### config.mk
export PLATFORM = sky130hd
export DESIGN_NAME = cdb_arbiter
export DESIGN_NICKNAME = d
export VERILOG_FILES = /design/src/rtl/cdb_arbiter.sv
export SDC_FILE = /design/constraint.sdc
export NUM_CORES = 1
export LEC_CHECK = 0
export ABC_AREA = 0
export CAP_MARGIN = 20
export CORE_UTILIZATION = 51
export CTS_BUF_LIST = sky130_fd_sc_hd__clkbuf_16
export DETAILED_ROUTE_END_ITERATION = 8
export PLACE_DENSITY = 0.81
export SYNTH_ARGS = -nofsm -noshare
export SYNTH_HDL_FRONTEND = slang
export SYNTH_SLANG_ARGS = --single-unit
### constraint.sdc
create_clock -name clk -period 8.5 [get_ports clk]
set_input_delay 2.55 -clock clk [delete_from_list [all_inputs] [get_ports clk]]
set_output_delay 2.55 -clock clk [all_outputs]
set_load 0.02 [all_outputs]
### src/rtl/cdb_arbiter.sv
// Common data bus arbiter: one-entry holding register per completion unit,
// round-robin selection into a registered CDB broadcast stage with flush and conflict counting.
module cdb_arbiter #(
  parameter type T         = logic [31:0],
  parameter int  NUM_REQ   = 3,
  parameter int  ROB_TAG_W = 5,
  parameter int  PREG_W    = 7,
  parameter int  CNT_W     = 16
) (
  input  logic                          clk,
  input  logic                          rst,
  input  logic                          flush,
  input  logic [NUM_REQ-1:0]            req_valid,
  output logic [NUM_REQ-1:0]            req_ready,
  input  logic [NUM_REQ*ROB_TAG_W-1:0]  req_tag,
  input  logic [NUM_REQ*PREG_W-1:0]     req_prd,
  input  logic [NUM_REQ*$bits(T)-1:0]   req_data,
  output logic                          cdb_valid,
  output logic [ROB_TAG_W-1:0]          cdb_tag,
  output logic [PREG_W-1:0]             cdb_prd,
  output logic [$bits(T)-1:0]           cdb_data,
  output logic [$clog2(NUM_REQ)-1:0]    cdb_src,
  output logic [CNT_W-1:0]              conflict_cnt
);

  localparam int            DW   = $bits(T);
  localparam int            SW   = $clog2(NUM_REQ);
  localparam logic [SW-1:0] LAST = SW'(NUM_REQ - 1);

  logic [NUM_REQ-1:0]   hold_valid_q, hold_valid_d;
  logic [ROB_TAG_W-1:0] hold_tag_q  [NUM_REQ];
  logic [ROB_TAG_W-1:0] hold_tag_d  [NUM_REQ];
  logic [PREG_W-1:0]    hold_prd_q  [NUM_REQ];
  logic [PREG_W-1:0]    hold_prd_d  [NUM_REQ];
  logic [DW-1:0]        hold_data_q [NUM_REQ];
  logic [DW-1:0]        hold_data_d [NUM_REQ];

  logic [SW-1:0]        rr_ptr_q, rr_ptr_d;
  logic                 cdb_valid_q, cdb_valid_d;
  logic [ROB_TAG_W-1:0] cdb_tag_q, cdb_tag_d;
  logic [PREG_W-1:0]    cdb_prd_q, cdb_prd_d;
  logic [DW-1:0]        cdb_data_q, cdb_data_d;
  logic [SW-1:0]        cdb_src_q, cdb_src_d;
  logic [CNT_W-1:0]     conflict_q, conflict_d;

  logic [NUM_REQ-1:0]   grant;
  logic                 win_found;
  logic [SW-1:0]        win_idx;
  int                   scan_idx;

  // Round-robin scan starting at rr_ptr; the first held result found wins.
  always_comb begin
    // NOTE: every signal gets a default before any conditional assignment, so no latch is inferred.
    grant     = '0;
    win_found = 1'b0;
    win_idx   = '0;
    scan_idx  = 0;
    for (int k = 0; k < NUM_REQ; k++) begin
      scan_idx = (int'(rr_ptr_q) + k) % NUM_REQ;
      if (!win_found && hold_valid_q[scan_idx]) begin
        win_found = 1'b1;
        win_idx   = SW'(scan_idx);
      end
    end
    if (win_found) grant[win_idx] = 1'b1;
  end

  // Ready depends only on held state, grant, rst and flush: never on req_valid.
  always_comb begin
    req_ready = '0;
    if (!rst && !flush) req_ready = ~hold_valid_q | grant;
  end

  always_comb begin
    hold_valid_d = hold_valid_q;
    hold_tag_d   = hold_tag_q;
    hold_prd_d   = hold_prd_q;
    hold_data_d  = hold_data_q;
    rr_ptr_d     = rr_ptr_q;
    cdb_valid_d  = 1'b0;
    cdb_tag_d    = cdb_tag_q;
    cdb_prd_d    = cdb_prd_q;
    cdb_data_d   = cdb_data_q;
    cdb_src_d    = cdb_src_q;
    conflict_d   = conflict_q;

    if (flush) begin
      hold_valid_d = '0;
    end else begin
      if (win_found) begin
        cdb_valid_d = 1'b1;
        cdb_tag_d   = hold_tag_q[win_idx];
        cdb_prd_d   = hold_prd_q[win_idx];
        cdb_data_d  = hold_data_q[win_idx];
        cdb_src_d   = win_idx;
        rr_ptr_d    = (win_idx == LAST) ? '0 : win_idx + 1'b1;
      end

      // A granted slot may be refilled on the same edge it drains.
      for (int i = 0; i < NUM_REQ; i++) begin
        if (req_valid[i] && req_ready[i]) begin
          hold_valid_d[i] = 1'b1;
          hold_tag_d[i]   = req_tag[i*ROB_TAG_W +: ROB_TAG_W];
          hold_prd_d[i]   = req_prd[i*PREG_W +: PREG_W];
          hold_data_d[i]  = req_data[i*DW +: DW];
        end else if (grant[i]) begin
          hold_valid_d[i] = 1'b0;
        end
      end

      if ($countones(hold_valid_q) > 1 && conflict_q != {CNT_W{1'b1}})
        conflict_d = conflict_q + CNT_W'(1);
    end
  end

  always_ff @(posedge clk) begin
    // NOTE: state flops use non-blocking assignment so every flop samples pre-edge values.
    if (rst) begin
      hold_valid_q <= '0;
      rr_ptr_q     <= '0;
      cdb_valid_q  <= 1'b0;
      cdb_tag_q    <= '0;
      cdb_prd_q    <= '0;
      cdb_data_q   <= '0;
      cdb_src_q    <= '0;
      conflict_q   <= '0;
    end else begin
      hold_valid_q <= hold_valid_d;
      rr_ptr_q     <= rr_ptr_d;
      cdb_valid_q  <= cdb_valid_d;
      cdb_tag_q    <= cdb_tag_d;
      cdb_prd_q    <= cdb_prd_d;
      cdb_data_q   <= cdb_data_d;
      cdb_src_q    <= cdb_src_d;
      conflict_q   <= conflict_d;
    end
  end

  // NOTE: hold payload is left unreset; it is never observed unless its hold_valid bit is set.
  always_ff @(posedge clk) begin
    hold_tag_q  <= hold_tag_d;
    hold_prd_q  <= hold_prd_d;
    hold_data_q <= hold_data_d;
  end

  assign cdb_valid    = cdb_valid_q;
  assign cdb_tag      = cdb_tag_q;
  assign cdb_prd      = cdb_prd_q;
  assign cdb_data     = cdb_data_q;
  assign cdb_src      = cdb_src_q;
  assign conflict_cnt = conflict_q;

endmodule
==> run_results.csv <==
group,metric,value,unit
route,via_per_inst,6.13,
power,swShare,27.9,%
critical_path,reg2reg_setup_slack,4.42,ns
placed_design,gp_congestion,0.880,
run_status,outcome,"finished, final reports clean",
final_layout,antenna_fix_cells,0,
floorplan,floorplan.initialDensity,52.5,%
yosys,synth_area_in_simple_gates,9.60,%
route,num_vias,7170,
yosys,synth_adder_area_share,0.820,%
route,postRouteAntennaNets,0,
yosys,postSynthAreaPerCell,11.8,um^2
sta,timing.slew.headroom,27.3,%
critical_path,path_max_fanout,22,
yosys,synth.net_count,920,
power,totalPowerFinal,2390,uW
clocking,worst_path_clk_slew,0.07,ns
clocking,clock_sink_count,200,
placed_design,placed_cell_area,11200,um^2
yosys,synthesized_instance_count,776,
critical_path,path_cells,"clkdlybuf4s50_1 > buf_4 > nor2_1 > o31a_2 > nand3_4 > o22ai_1 > clkdlybuf4s50_1",
yosys,ys.warnings.count,0,
job,max-cap-violations,0,
sta,setup_violations,0,
final_layout,final_util,67.8,%
clocking,clk_path_buf_depth,2,
yosys,synth_top_family_by_area,"compound AO/OA/AOI/OAI gates",
yosys,yosysTopAreaCellShare,43.3,%
clocking,insertion_delay,0.43,ns
clocking,cts_hold_buffers,0,
yosys,synth_edf_count,132,
critical_path,worst_path_max_delay_cell,"sky130_fd_sc_hd__clkdlybuf4s50_1",
yosys,muxShareOfSynthArea,0.656,%
floorplan,die_w,136,um
sta,finalCritPeriodShare,82.7,%
final_layout,fin_nets,1076,
yosys,syn-cell-area,9150,um^2
yosys,postSynth.asyncResetShare,0,%
sta,finalClockSkew,0.00887,ns
floorplan,placeableCoreArea,17400,um^2
route,route.detailed.wl_per_inst,20.2,um
power,share_seq_of_total_power,46.9,%
placed_design,placedCellCount,1135,
critical_path,reg2regPathDepth,8,
critical_path,critPathLaunchType,"input port",
power,power.internal,1730,uW
sta,hold_viol_final,0,
power,pleak,0.00400,uW
final_layout,fill_cells,1257,
grt,initial_antenna_violation_count,0,
clocking,cts_made_buffers,17,
grt,overflow,0,
yosys,synth_compound_area_share,22.4,%
clocking,htreeDepth,4,
critical_path,endpoint_kind_of_the_worst_setup_timing_path,"output pin",
power,p_sw,666,uW
route,wl,23.7,mm
sta,max_freq,142,MHz
final_layout,commonest_non_fill_non_tap_cell_in_the_layout,"sky130_fd_sc_hd__clkdlybuf4s50_1",
power,pwr-share-clk,33.6,%
grt,gr-usage-all-layers,26.1,%
floorplan,die_y,136,um
yosys,post_synthesis_register_bit_count,200,
clocking,cts.repair.resized,0,
floorplan,row_count,48,
critical_path,cp.buffers_inverters,3,
critical_path,required,5.95,ns
yosys,synth_xor_xnor_area_share,1.34,%
route,detail_route.drc_violations,0,
critical_path,critPathArrivalTime,4.48,ns
critical_path,critical-path-max-stage-delay,0.65,ns
route,initialDrtViolationCount,679,
final_layout,instances_no_fill,1170,
worst_hold_path,timing.hold.worst_path_depth,2,
sta,final.setup.tns,0,ns
power,power.ir.vdd_worst,154,uV
sta,rsz0062_at_grt,"no",
sta,final_max_slew_viol_count,0,
grt,global_route_wire_length_before_repair,36.5,mm
floorplan,die-area,18500,um^2
final_layout,drive_gt1_share,8.15,%
grt,first_global_vias,6941,
yosys,post_synth_main_area_contributors,"sky130_fd_sc_hd__edfxtp_1, sky130_fd_sc_hd__dfxtp_1, sky130_fd_sc_hd__a311oi_1, sky130_fd_sc_hd__o221ai_1, sky130_fd_sc_hd__a21boi_0",
yosys,synth-seq-area-share,58.2,%
critical_path,regToRegEndpoint,"hold_data_q[41]$_DFFE_PP_",
critical_path,critPathTopFamily,"buffers and inverters",
worst_hold_path,min-delay-start,"hold_data_q[14]$_DFFE_PP_",
final_layout,area_delta_synth_final,29.0,%
yosys,netlist-cell-type-count,53,
sta,time_the_worst_path_needs_with_i_o_delays_and_setup,7.03,ns
critical_path,crit_path_frequent_cell,"sky130_fd_sc_hd__clkdlybuf4s50_1",
placed_design,hpwl,14.3,mm
yosys,yosys_most_used_dff,"sky130_fd_sc_hd__edfxtp_1",
final_layout,most-common-layout-cells,"sky130_fd_sc_hd__clkdlybuf4s50_1, sky130_fd_sc_hd__edfxtp_1, sky130_fd_sc_hd__dfxtp_1",
worst_hold_path,hold_end,"cdb_data[14]$_SDFFE_PP0P_",
critical_path,path_class,"in2out",
grt,pin_count_of_the_biggest_net_entering_global_routing,90,
clocking,number_of_post_cts_setup_repair_buffers,0,
power,combinationalPowerShare,19.5,%
route,dr.pass1.iters,5,
yosys,post-synth-top-area-cell,"sky130_fd_sc_hd__edfxtp_1",
clocking,root_buffer,"sky130_fd_sc_hd__clkbuf_16",
power,power.density,203,nW/um^2
final_layout,final_instance_area,11800,um^2
critical_path,r2r-start,"rr_ptr_q[0]$_SDFFE_PP0P_",
sta,worstMarginPinSlew,1.09,ns
placed_design,place.port_buffers,203,
worst_hold_path,hp-class,"reg2reg",
floorplan,num_io_pins,204,
clocking,clock_tree_from_tritoncts,"built",
[area by class of cell]
class | instances | area [um^2] | share of cell area [%]
Clock buffer | 17 | 425 | 3.60
Timing Repair Buffer | 217 | 2170 | 18.4
Multi-Input combinational cell | 442 | 3240 | 27.4
Inverter | 54 | 203 | 1.72
Tap cell | 225 | 282 | 2.39
Clock inverter | 15 | 154 | 1.30
Sequential cell | 200 | 5330 | 45.1
[metrics by stage]
stage          setup WS (ns)  hold WS [ns]
2_1_floorplan          0.648         0.464
3_3_place_gp            1.48         0.473
3_5_place_dp            1.48         0.486
4_1_cts                 1.47         0.503
5_1_grt                 1.38         0.523
6_report                1.47         0.496
[worst max-delay path by stage]
stage	cells after the start	start	slack, ns	end
detailed placement	7	rst	1.48	req_ready[0]
finish	7	rst	1.47	req_ready[0]
floorplan	3	rst	0.65	hold_data_q[64]$_DFFE_PP_
global route	7	rst	1.38	req_ready[0]
CTS	7	rst	1.47	req_ready[0]
global placement	7	rst	1.48	req_ready[0]
[flip-flops by register name, summed over array words and instances (netlist names)]
name          flops
cdb_prd           7
cdb_tag           5
rr_ptr_q          2
cdb_data         32
hold_valid_q      3
cdb_valid         1
hold_data_q      96
conflict_cnt     16
hold_tag_q       15
cdb_src           2
hold_prd_q       21
[routing by layer]
layer,routed length [um],vias to the layer above,GRT usage (%)
li1,-,3308,-
met2,11800,387,43.9
met3,1750,44,4.70
met1,9550,3431,33.2
met4,590,0,11.1
met5,0,-,0
[Yosys cell counts, types with 2 or more instances]
library cell	instances
sky130_fd_sc_hd__and2_1	2
sky130_fd_sc_hd__buf_4	3
sky130_fd_sc_hd__a311o_1	2
sky130_fd_sc_hd__a21boi_0	44
sky130_fd_sc_hd__buf_6	14
sky130_fd_sc_hd__nor3b_1	2
sky130_fd_sc_hd__o21ai_0	3
sky130_fd_sc_hd__xnor2_1	14
sky130_fd_sc_hd__a211oi_1	40
sky130_fd_sc_hd__a211oi_2	6
sky130_fd_sc_hd__o22ai_1	3
sky130_fd_sc_hd__mux2_4	2
sky130_fd_sc_hd__nand2_1	53
sky130_fd_sc_hd__a311oi_1	45
sky130_fd_sc_hd__dfxtp_1	68
sky130_fd_sc_hd__clkbuf_1	44
sky130_fd_sc_hd__nor3_1	9
sky130_fd_sc_hd__nand3b_1	2
sky130_fd_sc_hd__o221ai_2	5
sky130_fd_sc_hd__or2_2	4
sky130_fd_sc_hd__nand3_1	7
sky130_fd_sc_hd__nor2b_1	3
sky130_fd_sc_hd__a21oi_1	5
sky130_fd_sc_hd__inv_1	54
sky130_fd_sc_hd__nand4_1	4
sky130_fd_sc_hd__o41ai_1	2
sky130_fd_sc_hd__nor4_1	6
sky130_fd_sc_hd__ha_1	6
sky130_fd_sc_hd__o211ai_1	44
sky130_fd_sc_hd__nor2_1	24
sky130_fd_sc_hd__edfxtp_1	132
sky130_fd_sc_hd__mux2i_1	3
sky130_fd_sc_hd__o221ai_1	39
sky130_fd_sc_hd__and4_1	2
sky130_fd_sc_hd__and3_1	45
sky130_fd_sc_hd__buf_2	18
[power by group through the flow]
stage / logic, uW / registers, uW / clock network, uW
floorplan: 246 / 1170 / 0
global placement: 444 / 1140 / 0
detailed placement: 452 / 1140 / 0
CTS: 457 / 1120 / 812
global route: 496 / 1130 / 850
finish: 467 / 1120 / 803
[worst reg2reg max path: stages (launching register included)]
cell and delay (ns):
sky130_fd_sc_hd__dfxtp_1 0.37, sky130_fd_sc_hd__inv_1 0.09, sky130_fd_sc_hd__ha_2 0.43, sky130_fd_sc_hd__mux2i_1 0.31
sky130_fd_sc_hd__o22a_2 0.90, sky130_fd_sc_hd__a311oi_4 0.21, sky130_fd_sc_hd__o41ai_1 0.59, sky130_fd_sc_hd__and3_2 0.61
sky130_fd_sc_hd__buf_12 0.27
[cells by family (layout without fill, tap and decap cells)]
family          count (synthesis)  count (layout)
xor+xnor                       14              14
compound gates                248             248
fa+ha+maj                       6               6
buf+inv                       134             303
simple gates                  169             169
flops                         200             200
mux                             5               5
No activity file was read; power rests on OpenSTA's default activity.
